[config.mk]
export PLATFORM = sky130hd
export DESIGN_NAME = dct_pingpong_ctrl
export DESIGN_NICKNAME = d
export VERILOG_FILES = /design/src/rtl/dct_pingpong_ctrl.sv
export SDC_FILE = /design/constraint.sdc
export NUM_CORES = 1
export LEC_CHECK = 0
export ABC_CLOCK_PERIOD_IN_PS = 2310
export BUFFER_PORTS_ARGS = -buffer_cell sky130_fd_sc_hd__buf_4
export CORE_MARGIN = 3
export CORE_UTILIZATION = 40
export CTS_CLUSTER_SIZE = 20
export DETAILED_ROUTE_END_ITERATION = 16
export HOLD_SLACK_MARGIN = 0.15
export PLACE_DENSITY = 0.74
export SKIP_LAST_GASP = 1
export SLEW_MARGIN = 20
export SYNTH_ARGS = -nofsm -noshare
export SYNTH_HDL_FRONTEND = slang
export SYNTH_SLANG_ARGS = --single-unit
[constraint.sdc]
create_clock -name clk -period 2.31 [get_ports clk]
set_input_delay 0.3465 -clock clk [delete_from_list [all_inputs] [get_ports clk]]
set_output_delay 0.3465 -clock clk [all_outputs]
set_load 0.02 [all_outputs]
[src/rtl/dct_pingpong_ctrl.sv]
// Ping-pong transpose-buffer controller for the 2D-DCT: fills one 8x8 bank while
// the other drains, generating all bank addresses, strobes and selects.
module dct_pingpong_ctrl #(
    parameter int unsigned TRANSPOSE = 1,
    parameter int unsigned BLK_CNT_W = 16
) (
    input  logic                 clk,
    input  logic                 rst,
    input  logic                 enable,
    input  logic                 in_valid,
    output logic                 in_ready,
    output logic                 wr_en,
    output logic                 wr_bank,
    output logic [2:0]           wr_row,
    output logic [2:0]           wr_col,
    output logic                 rd_en,
    output logic                 rd_bank,
    output logic [2:0]           rd_row,
    output logic [2:0]           rd_col,
    output logic                 out_valid,
    input  logic                 out_ready,
    output logic                 out_last,
    output logic                 blk_done,
    output logic [BLK_CNT_W-1:0] blk_count,
    output logic [1:0]           full
);

    logic                 wr_bank_q, wr_bank_d;
    logic [2:0]           wr_row_q, wr_row_d, wr_col_q, wr_col_d;
    logic                 rd_bank_q, rd_bank_d;
    logic [2:0]           rd_row_q, rd_row_d, rd_col_q, rd_col_d;
    logic [1:0]           full_q, full_d;
    logic                 out_valid_q, out_valid_d;
    logic                 out_last_q, out_last_d;
    logic                 blk_done_q, blk_done_d;
    logic [BLK_CNT_W-1:0] blk_count_q, blk_count_d;
    logic                 wr_last, rd_last;

    assign in_ready  = enable & ~full_q[wr_bank_q];
    assign wr_en     = in_valid & in_ready;
    // A pending sample may only be replaced once it is accepted downstream.
    assign rd_en     = enable & full_q[rd_bank_q] & (~out_valid_q | out_ready);

    assign wr_last   = (wr_row_q == 3'd7) && (wr_col_q == 3'd7);
    assign rd_last   = (rd_row_q == 3'd7) && (rd_col_q == 3'd7);

    assign wr_bank   = wr_bank_q;
    assign wr_row    = wr_row_q;
    assign wr_col    = wr_col_q;
    assign rd_bank   = rd_bank_q;
    assign rd_row    = rd_row_q;
    assign rd_col    = rd_col_q;
    assign full      = full_q;
    assign out_valid = out_valid_q;
    assign out_last  = out_last_q;
    assign blk_done  = blk_done_q;
    assign blk_count = blk_count_q;

    always_comb begin
        wr_bank_d = wr_bank_q;
        wr_row_d  = wr_row_q;
        wr_col_d  = wr_col_q;
        full_d    = full_q;
        if (wr_en) begin
            if (TRANSPOSE != 0) begin
                wr_row_d = wr_row_q + 3'd1;
                if (wr_row_q == 3'd7) wr_col_d = wr_col_q + 3'd1;
            end else begin
                wr_col_d = wr_col_q + 3'd1;
                if (wr_col_q == 3'd7) wr_row_d = wr_row_q + 3'd1;
            end
            if (wr_last) begin
                full_d[wr_bank_q] = 1'b1;
                wr_bank_d         = ~wr_bank_q;
            end
        end

        rd_bank_d  = rd_bank_q;
        rd_row_d   = rd_row_q;
        rd_col_d   = rd_col_q;
        out_last_d = out_last_q;
        if (rd_en) begin
            rd_col_d   = rd_col_q + 3'd1;
            if (rd_col_q == 3'd7) rd_row_d = rd_row_q + 3'd1;
            out_last_d = rd_last;
            // Never the bank set above: a write needs that bank not full.
            if (rd_last) begin
                full_d[rd_bank_q] = 1'b0;
                rd_bank_d         = ~rd_bank_q;
            end
        end

        if (rd_en)          out_valid_d = 1'b1;
        else if (out_ready) out_valid_d = 1'b0;
        else                out_valid_d = out_valid_q;

        blk_done_d  = out_valid_q & out_ready & out_last_q;
        blk_count_d = blk_done_d ? blk_count_q + BLK_CNT_W'(1) : blk_count_q;
    end

    always_ff @(posedge clk) begin
        if (!rst) begin
            wr_bank_q   <= 1'b0;
            wr_row_q    <= '0;
            wr_col_q    <= '0;
            rd_bank_q   <= 1'b0;
            rd_row_q    <= '0;
            rd_col_q    <= '0;
            full_q      <= '0;
            out_valid_q <= 1'b0;
            out_last_q  <= 1'b0;
            blk_done_q  <= 1'b0;
            blk_count_q <= '0;
        end else begin
            wr_bank_q   <= wr_bank_d;
            wr_row_q    <= wr_row_d;
            wr_col_q    <= wr_col_d;
            rd_bank_q   <= rd_bank_d;
            rd_row_q    <= rd_row_d;
            rd_col_q    <= rd_col_d;
            full_q      <= full_d;
            out_valid_q <= out_valid_d;
            out_last_q  <= out_last_d;
            blk_done_q  <= blk_done_d;
            blk_count_q <= blk_count_d;
        end
    end

endmodule

==> flow_summary.toml, run 1 <==
[global_routing]
first_global_vias = 1220
grt_start_max_net_pins = 21
grt_overflow = 0
grt_pass1_wl_um = 5237
track_usage_pct = 15.17
antenna_found_initial = 0

[place]
place_area_um2 = 1939
dp_hpwl_um = 2315
io_buffers = 42
place.gp.congestion = 0.8320

[cells_and_area]
most_frequent_standard_cell_in_the_layout_excluding_fill_and_tap_cells = "sky130_fd_sc_hd__buf_4"
number_of_nets_in_the_finished_design = 227
synth_to_final_area_change_pct = 32.58
antennaDiodeCount = 0
design_area_um2 = 2057
layout.cells.most_common_list = "43 x sky130_fd_sc_hd__buf_4, 35 x sky130_fd_sc_hd__dfxtp_1, 27 x sky130_fd_sc_hd__nor2_1"
drive_gt1_share_pct = 27.10

[die]
initial_utilization_pct = 42.06
dieArea_um2 = 4662
placementRows = 22
top_level_ports = 43
core_area_um2 = 3689
die-height_um = 68.28
die_width_um = 68.28

[critical_path]
r2r_slack_ns = 0.50
worst-path-max-fanout = 6
critical_path.startpoint = "rd_bank"
criticalPathCategory = "reg -> out"
r2r-start = "blk_count[0]"
data_arrival_time_at_the_worst_slack_endpoint_ns = 1.59
cp-start-kind = "flop"
data_required_time_of_the_worst_path_ns = 1.96
reg2reg_to = "blk_count[14]"
crit_path_end_kind = "output pin"
critical_path.endpoint = "rd_en"
path_depth_of_the_worst_reg2reg_path = 5

[flow_run]
max_cap_violations = 0

[detailed_routing]
detailedRoute.firstIterationViolations = 62
drc_errors = 0
detail_route.wirelength_um = 3098
routed_via_density = 4.958
antenna_left = 0
drt_pre_antenna_iters = 4
wl_per_cell_um = 11.82
vias = 1299

[clock_network]
cts.repair_timing.setup_buffer_count = 0
worst_skew_pair.late_latency_ns = 0.29
cts.reportedPaths.clkPinSlew_ns = 0.07
cts_repair_resize_count = 0
cts-root-to-sink-buffers = 2
tritoncts = "yes"
cts.sink_count = 35
cts.htree.levels = 2
tritoncts.num_buffers = 5
clock-root-buffer = "sky130_fd_sc_hd__clkbuf_8"
cts.hold.buffers_added = 0

[sta]
fin_skew_ns = 0.005114
worst-slew-pin-transition_ns = 0.6163
final_hold_viol_count = 0
drv_slew = 0
setup_total_neg_slack_ns = 0
post-route-period-util_pct = 83.80
report.final.setup_viol = 0
timing.fmax_mhz = 516.6
maxSlewHeadroom_pct = 58.60
rsz0062_at_grt = "no"
finalCriticalPeriod_ns = 1.936

[synth]
seq_cells_post_synth = 35
netlist_area_before_placement_um2 = 1551
avgSynthCellArea_um2 = 9.346
synth-seq-area-share_pct = 45.16
ys_warn_count = 0
synthesis.instances = 166
ys_types = 31
net_count_after_synthesis = 180

[power]
power-per-cell-area_nw_per_um2 = 590.2
irDropWorstVdd_mv = 0.5199
p_leak_uw = 0.0009170

[outcome]
outcome = "finished, final reports clean"

[hold_path]
hold_class = "in -> reg"
-- stage by stage --
| step | total power, uW | cells | hold slack, ns | util, % | setup slack [ns] |
|---|---|---|---|---|---|
| finish | 1214 | 262 | 0.3323 | 55.77 | 0.3742 |
| global route | 1261 | 262 | 0.3468 | 55.77 | 0.2298 |
| detailed placement | 663.0 | 254 | 0.4752 | 52.58 | 0.5140 |
| global placement | 662.2 | 254 | 0.4677 | 52.58 | 0.5510 |
| CTS | 1231 | 262 | 0.3235 | 55.77 | 0.3412 |
| floorplan | 641.4 | 166 | 0.4865 | - | 0.4465 |
-- metal layers --
metal | track usage [%] | routed length (um)
met1 | 16.15 | 1352
met2 | 26.11 | 1484
met3 | 5.747 | 194
met4 | 7.444 | 68
met5 | 0 | 0
-- synthesized netlist by cell type --
| cell | count | area (um2) |
|---|---|---|
| sky130_fd_sc_hd__xnor2_1 | 7 | 61.31 |
| sky130_fd_sc_hd__and3_1 | 3 | 18.77 |
| sky130_fd_sc_hd__mux2i_1 | 9 | 90.09 |
| sky130_fd_sc_hd__nand2b_1 | 1 | 6.260 |
| sky130_fd_sc_hd__or4b_1 | 1 | 10.01 |
| sky130_fd_sc_hd__a21oi_1 | 8 | 40.04 |
| sky130_fd_sc_hd__mux2_2 | 1 | 11.26 |
| sky130_fd_sc_hd__nor4_1 | 2 | 12.51 |
| sky130_fd_sc_hd__a311oi_1 | 1 | 8.760 |
| sky130_fd_sc_hd__buf_1 | 1 | 3.750 |
| sky130_fd_sc_hd__clkbuf_1 | 3 | 11.26 |
| sky130_fd_sc_hd__and2b_1 | 1 | 7.510 |
| sky130_fd_sc_hd__nand3b_1 | 1 | 7.510 |
| sky130_fd_sc_hd__and4_2 | 1 | 10.01 |
| sky130_fd_sc_hd__inv_1 | 4 | 15.01 |
| sky130_fd_sc_hd__or3_1 | 3 | 18.77 |
| sky130_fd_sc_hd__dfxtp_1 | 35 | 700.7 |
| sky130_fd_sc_hd__o221a_2 | 1 | 11.26 |
| sky130_fd_sc_hd__and2_1 | 1 | 6.260 |
| sky130_fd_sc_hd__a41oi_1 | 1 | 8.760 |
| sky130_fd_sc_hd__nand3_1 | 7 | 35.03 |
| sky130_fd_sc_hd__xor2_1 | 10 | 87.58 |
| sky130_fd_sc_hd__ha_1 | 9 | 112.6 |
| sky130_fd_sc_hd__and4_1 | 2 | 17.52 |
| sky130_fd_sc_hd__nand4_1 | 5 | 31.28 |
| sky130_fd_sc_hd__nand2_1 | 12 | 45.04 |
| sky130_fd_sc_hd__or4_4 | 1 | 11.26 |
| sky130_fd_sc_hd__nor2_1 | 27 | 101.4 |
| sky130_fd_sc_hd__nor3_1 | 3 | 15.01 |
| sky130_fd_sc_hd__nand3_2 | 2 | 20.02 |
| sky130_fd_sc_hd__o21ai_0 | 3 | 15.01 |
-- kinds of logic after synthesis --
family	count (synthesis)	synth area share, %
multiplexers	10	6.532
flip-flops	35	45.16
AND/OR/NAND/NOR	73	24.11
XOR/XNOR	17	9.597
buffers and inverters	8	1.935
adder cells (fa/ha/maj)	9	7.258
AO/OA/AOI/OAI	14	5.403
-- state kept, by name, summed over array words and instances (netlist names) --
| register | cells |
|---|---|
| rd_col | 3 |
| out_last | 1 |
| blk_count | 16 |
| rd_bank | 1 |
| rd_row | 3 |
| wr_col | 3 |
| wr_row | 3 |
| blk_done | 1 |
| out_valid | 1 |
| wr_bank | 1 |
| full | 2 |
-- worst min-delay path by stage --
stage / from / end / slack [ns] / cells past startpoint
after CTS: enable / out_valid / 0.32 / 3
after global routing: rst / full[0] / 0.35 / 2
after detailed placement: wr_col[2] / wr_col[2] / 0.48 / 2
after global placement: blk_count[15] / blk_count[15] / 0.47 / 2
after floorplan: enable / out_valid / 0.49 / 2
final: enable / out_valid / 0.33 / 3
-- cell type report --
type	count	area, um2
clock inverter	2	35.03
timing repair buffer	44	342.8
sequential	35	700.7
fill	356	1632
multi-input combinational	123	820.8
inverter	4	15.01
tap	48	60.06
clock buffer	6	82.58
-- power breakdown --
group / total, uW / leakage [uW] / switching (uW) / internal [uW]
Clock: 565 / 0.0000612 / 216 / 349
Combinational: 41.0 / 0.000574 / 23.8 / 17.3
Sequential: 608 / 0.000282 / 2.21 / 605
Total: 1210 / 0.000917 / 242 / 972
-- critical path, stage by stage, from the launching register on --
cell                       delay [ns]
sky130_fd_sc_hd__dfxtp_1         0.46
sky130_fd_sc_hd__mux2_2          0.38
sky130_fd_sc_hd__nand3b_1        0.23
sky130_fd_sc_hd__inv_1           0.07
sky130_fd_sc_hd__buf_4           0.16
Power figures use the tool's default switching activity.
==> run 2: changes to the inputs <==
ABC_CLOCK_PERIOD_IN_PS = 2000   (was 2310)
clock period = 2 ns   (was 2.31 ns; I/O delays follow)
==> flow_summary.toml, run 2 (same netlist as run 1, synthesis figures left out) <==
[detailed_routing]
routed_via_density = 5.011
detail_route.wirelength_um = 3199
vias = 1333
drt_pre_antenna_iters = 6
detailedRoute.firstIterationViolations = 51
wl_per_cell_um = 12.03
antenna_left = 0
drc_errors = 0

[die]
dieArea_um2 = 4662
die_width_um = 68.28
die-height_um = 68.28
core_area_um2 = 3689
initial_utilization_pct = 42.06
placementRows = 22
top_level_ports = 43

[clock_network]
tritoncts = "yes"
cts.htree.levels = 2
worst_skew_pair.late_latency_ns = 0.29
tritoncts.num_buffers = 5
clock-root-buffer = "sky130_fd_sc_hd__clkbuf_8"
cts_repair_resize_count = 0
cts.hold.buffers_added = 0
cts-root-to-sink-buffers = 2
cts.sink_count = 35
cts.repair_timing.setup_buffer_count = 0
cts.reportedPaths.clkPinSlew_ns = 0.08

[sta]
whs_ns = 0.2855
finalCriticalPeriod_ns = 1.819
fin_skew_ns = 0.007165
setup_total_neg_slack_ns = 0
maxSlewHeadroom_pct = 76.78
drv_slew = 0
worst-slew-pin-transition_ns = 0.3451
final_hold_viol_count = 0
report.final.setup_viol = 0
rsz0062_at_grt = "no"
setup_slack_ns = 0.1812
timing.fmax_mhz = 549.8
post-route-period-util_pct = 90.94

[critical_path]
worst-path-max-fanout = 6
criticalPathCategory = "reg -> out"
crit_path_end_kind = "output pin"
cp-start-kind = "flop"
reg2reg_to = "blk_count[14]"
r2r_slack_ns = 0.29
path_depth_of_the_worst_reg2reg_path = 5
data_arrival_time_at_the_worst_slack_endpoint_ns = 1.52
r2r-start = "blk_count[0]"
data_required_time_of_the_worst_path_ns = 1.70

[place]
dp_hpwl_um = 2410
place.gp.congestion = 0.8124
io_buffers = 42
pre_cts_slack_ns = 0.3114
cell_count_after_placement = 258

[flow_run]
max_cap_violations = 0

[global_routing]
track_usage_pct = 15.01
grt_overflow = 0
first_global_vias = 1183
grt_pass1_wl_um = 5188
grt_start_max_net_pins = 22
antenna_found_initial = 0

[cells_and_area]
number_of_nets_in_the_finished_design = 231
most_frequent_standard_cell_in_the_layout_excluding_fill_and_tap_cells = "sky130_fd_sc_hd__buf_4"
final_core_util_pct = 56.14
instances_no_fill = 266
fillCellCount = 347
largest_register_ff_count = 16
synth_to_final_area_change_pct = 33.47
drive_gt1_share_pct = 28.90
layout.cells.most_common_list = "48 x sky130_fd_sc_hd__buf_4, 34 x sky130_fd_sc_hd__dfxtp_1, 27 x sky130_fd_sc_hd__nor2_1"
antennaDiodeCount = 0

[hold_path]
hold_class = "in -> reg"
hold_depth = 3
min-delay-start = "enable"
hold_path_end = "out_valid"

[power]
power-per-cell-area_nw_per_um2 = 667.2
irDropWorstVdd_mv = 0.7419
p_leak_uw = 0.0009310

[outcome]
outcome = "finished, final reports clean"
run 2: power breakdown:
part	internal, uW	switching (uW)	total (uW)
registers	699	2.51	702
logic	18.7	27.0	45.7
clock network	371	264	634
run 2: critical path, cell delays in order, from the launching register on:
cell,delay (ns)
sky130_fd_sc_hd__dfxtp_2,0.40
sky130_fd_sc_hd__mux2_2,0.36
sky130_fd_sc_hd__nand3b_1,0.23
sky130_fd_sc_hd__inv_1,0.07
sky130_fd_sc_hd__buf_4,0.16
run 2: through the flow:
step	total power, uW	area [um2]
after detailed placement	763.9	1957
final	1382	2071
after CTS	1397	2069
after global routing	1433	2071
after floorplan	740.8	1551
after global placement	763.1	1957
run 2: metal layers:
layer  vias up  track usage [%]  share of wire [%]
li1        684                -                  -
met1       617            16.67                 43
met2        26            25.51                 50
met3         6            5.419                5.2
met4         0            6.700                2.0
met5         -                0                  0
run 2: cell type report:
class	count	area (um2)	share of cell area, %
clock buffers	5	68.82	3.323
clock inverters	3	43.79	2.115
inverters	4	15.01	0.7251
multi-input cells	123	820.8	39.64
flip-flops and latches	35	701.9	33.90
well taps	48	60.06	2.900
repair buffers	48	360.3	17.40
run 2: how the worst max path moves through the flow:
stage / from / to / cells past startpoint
floorplan: blk_count[0] / blk_count[14] / 5
global placement: blk_count[0] / blk_count[14] / 5
detailed placement: blk_count[1] / blk_count[14] / 5
CTS: rd_bank / rd_en / 4
global route: rd_bank / rd_en / 4
finish: rd_bank / rd_en / 4
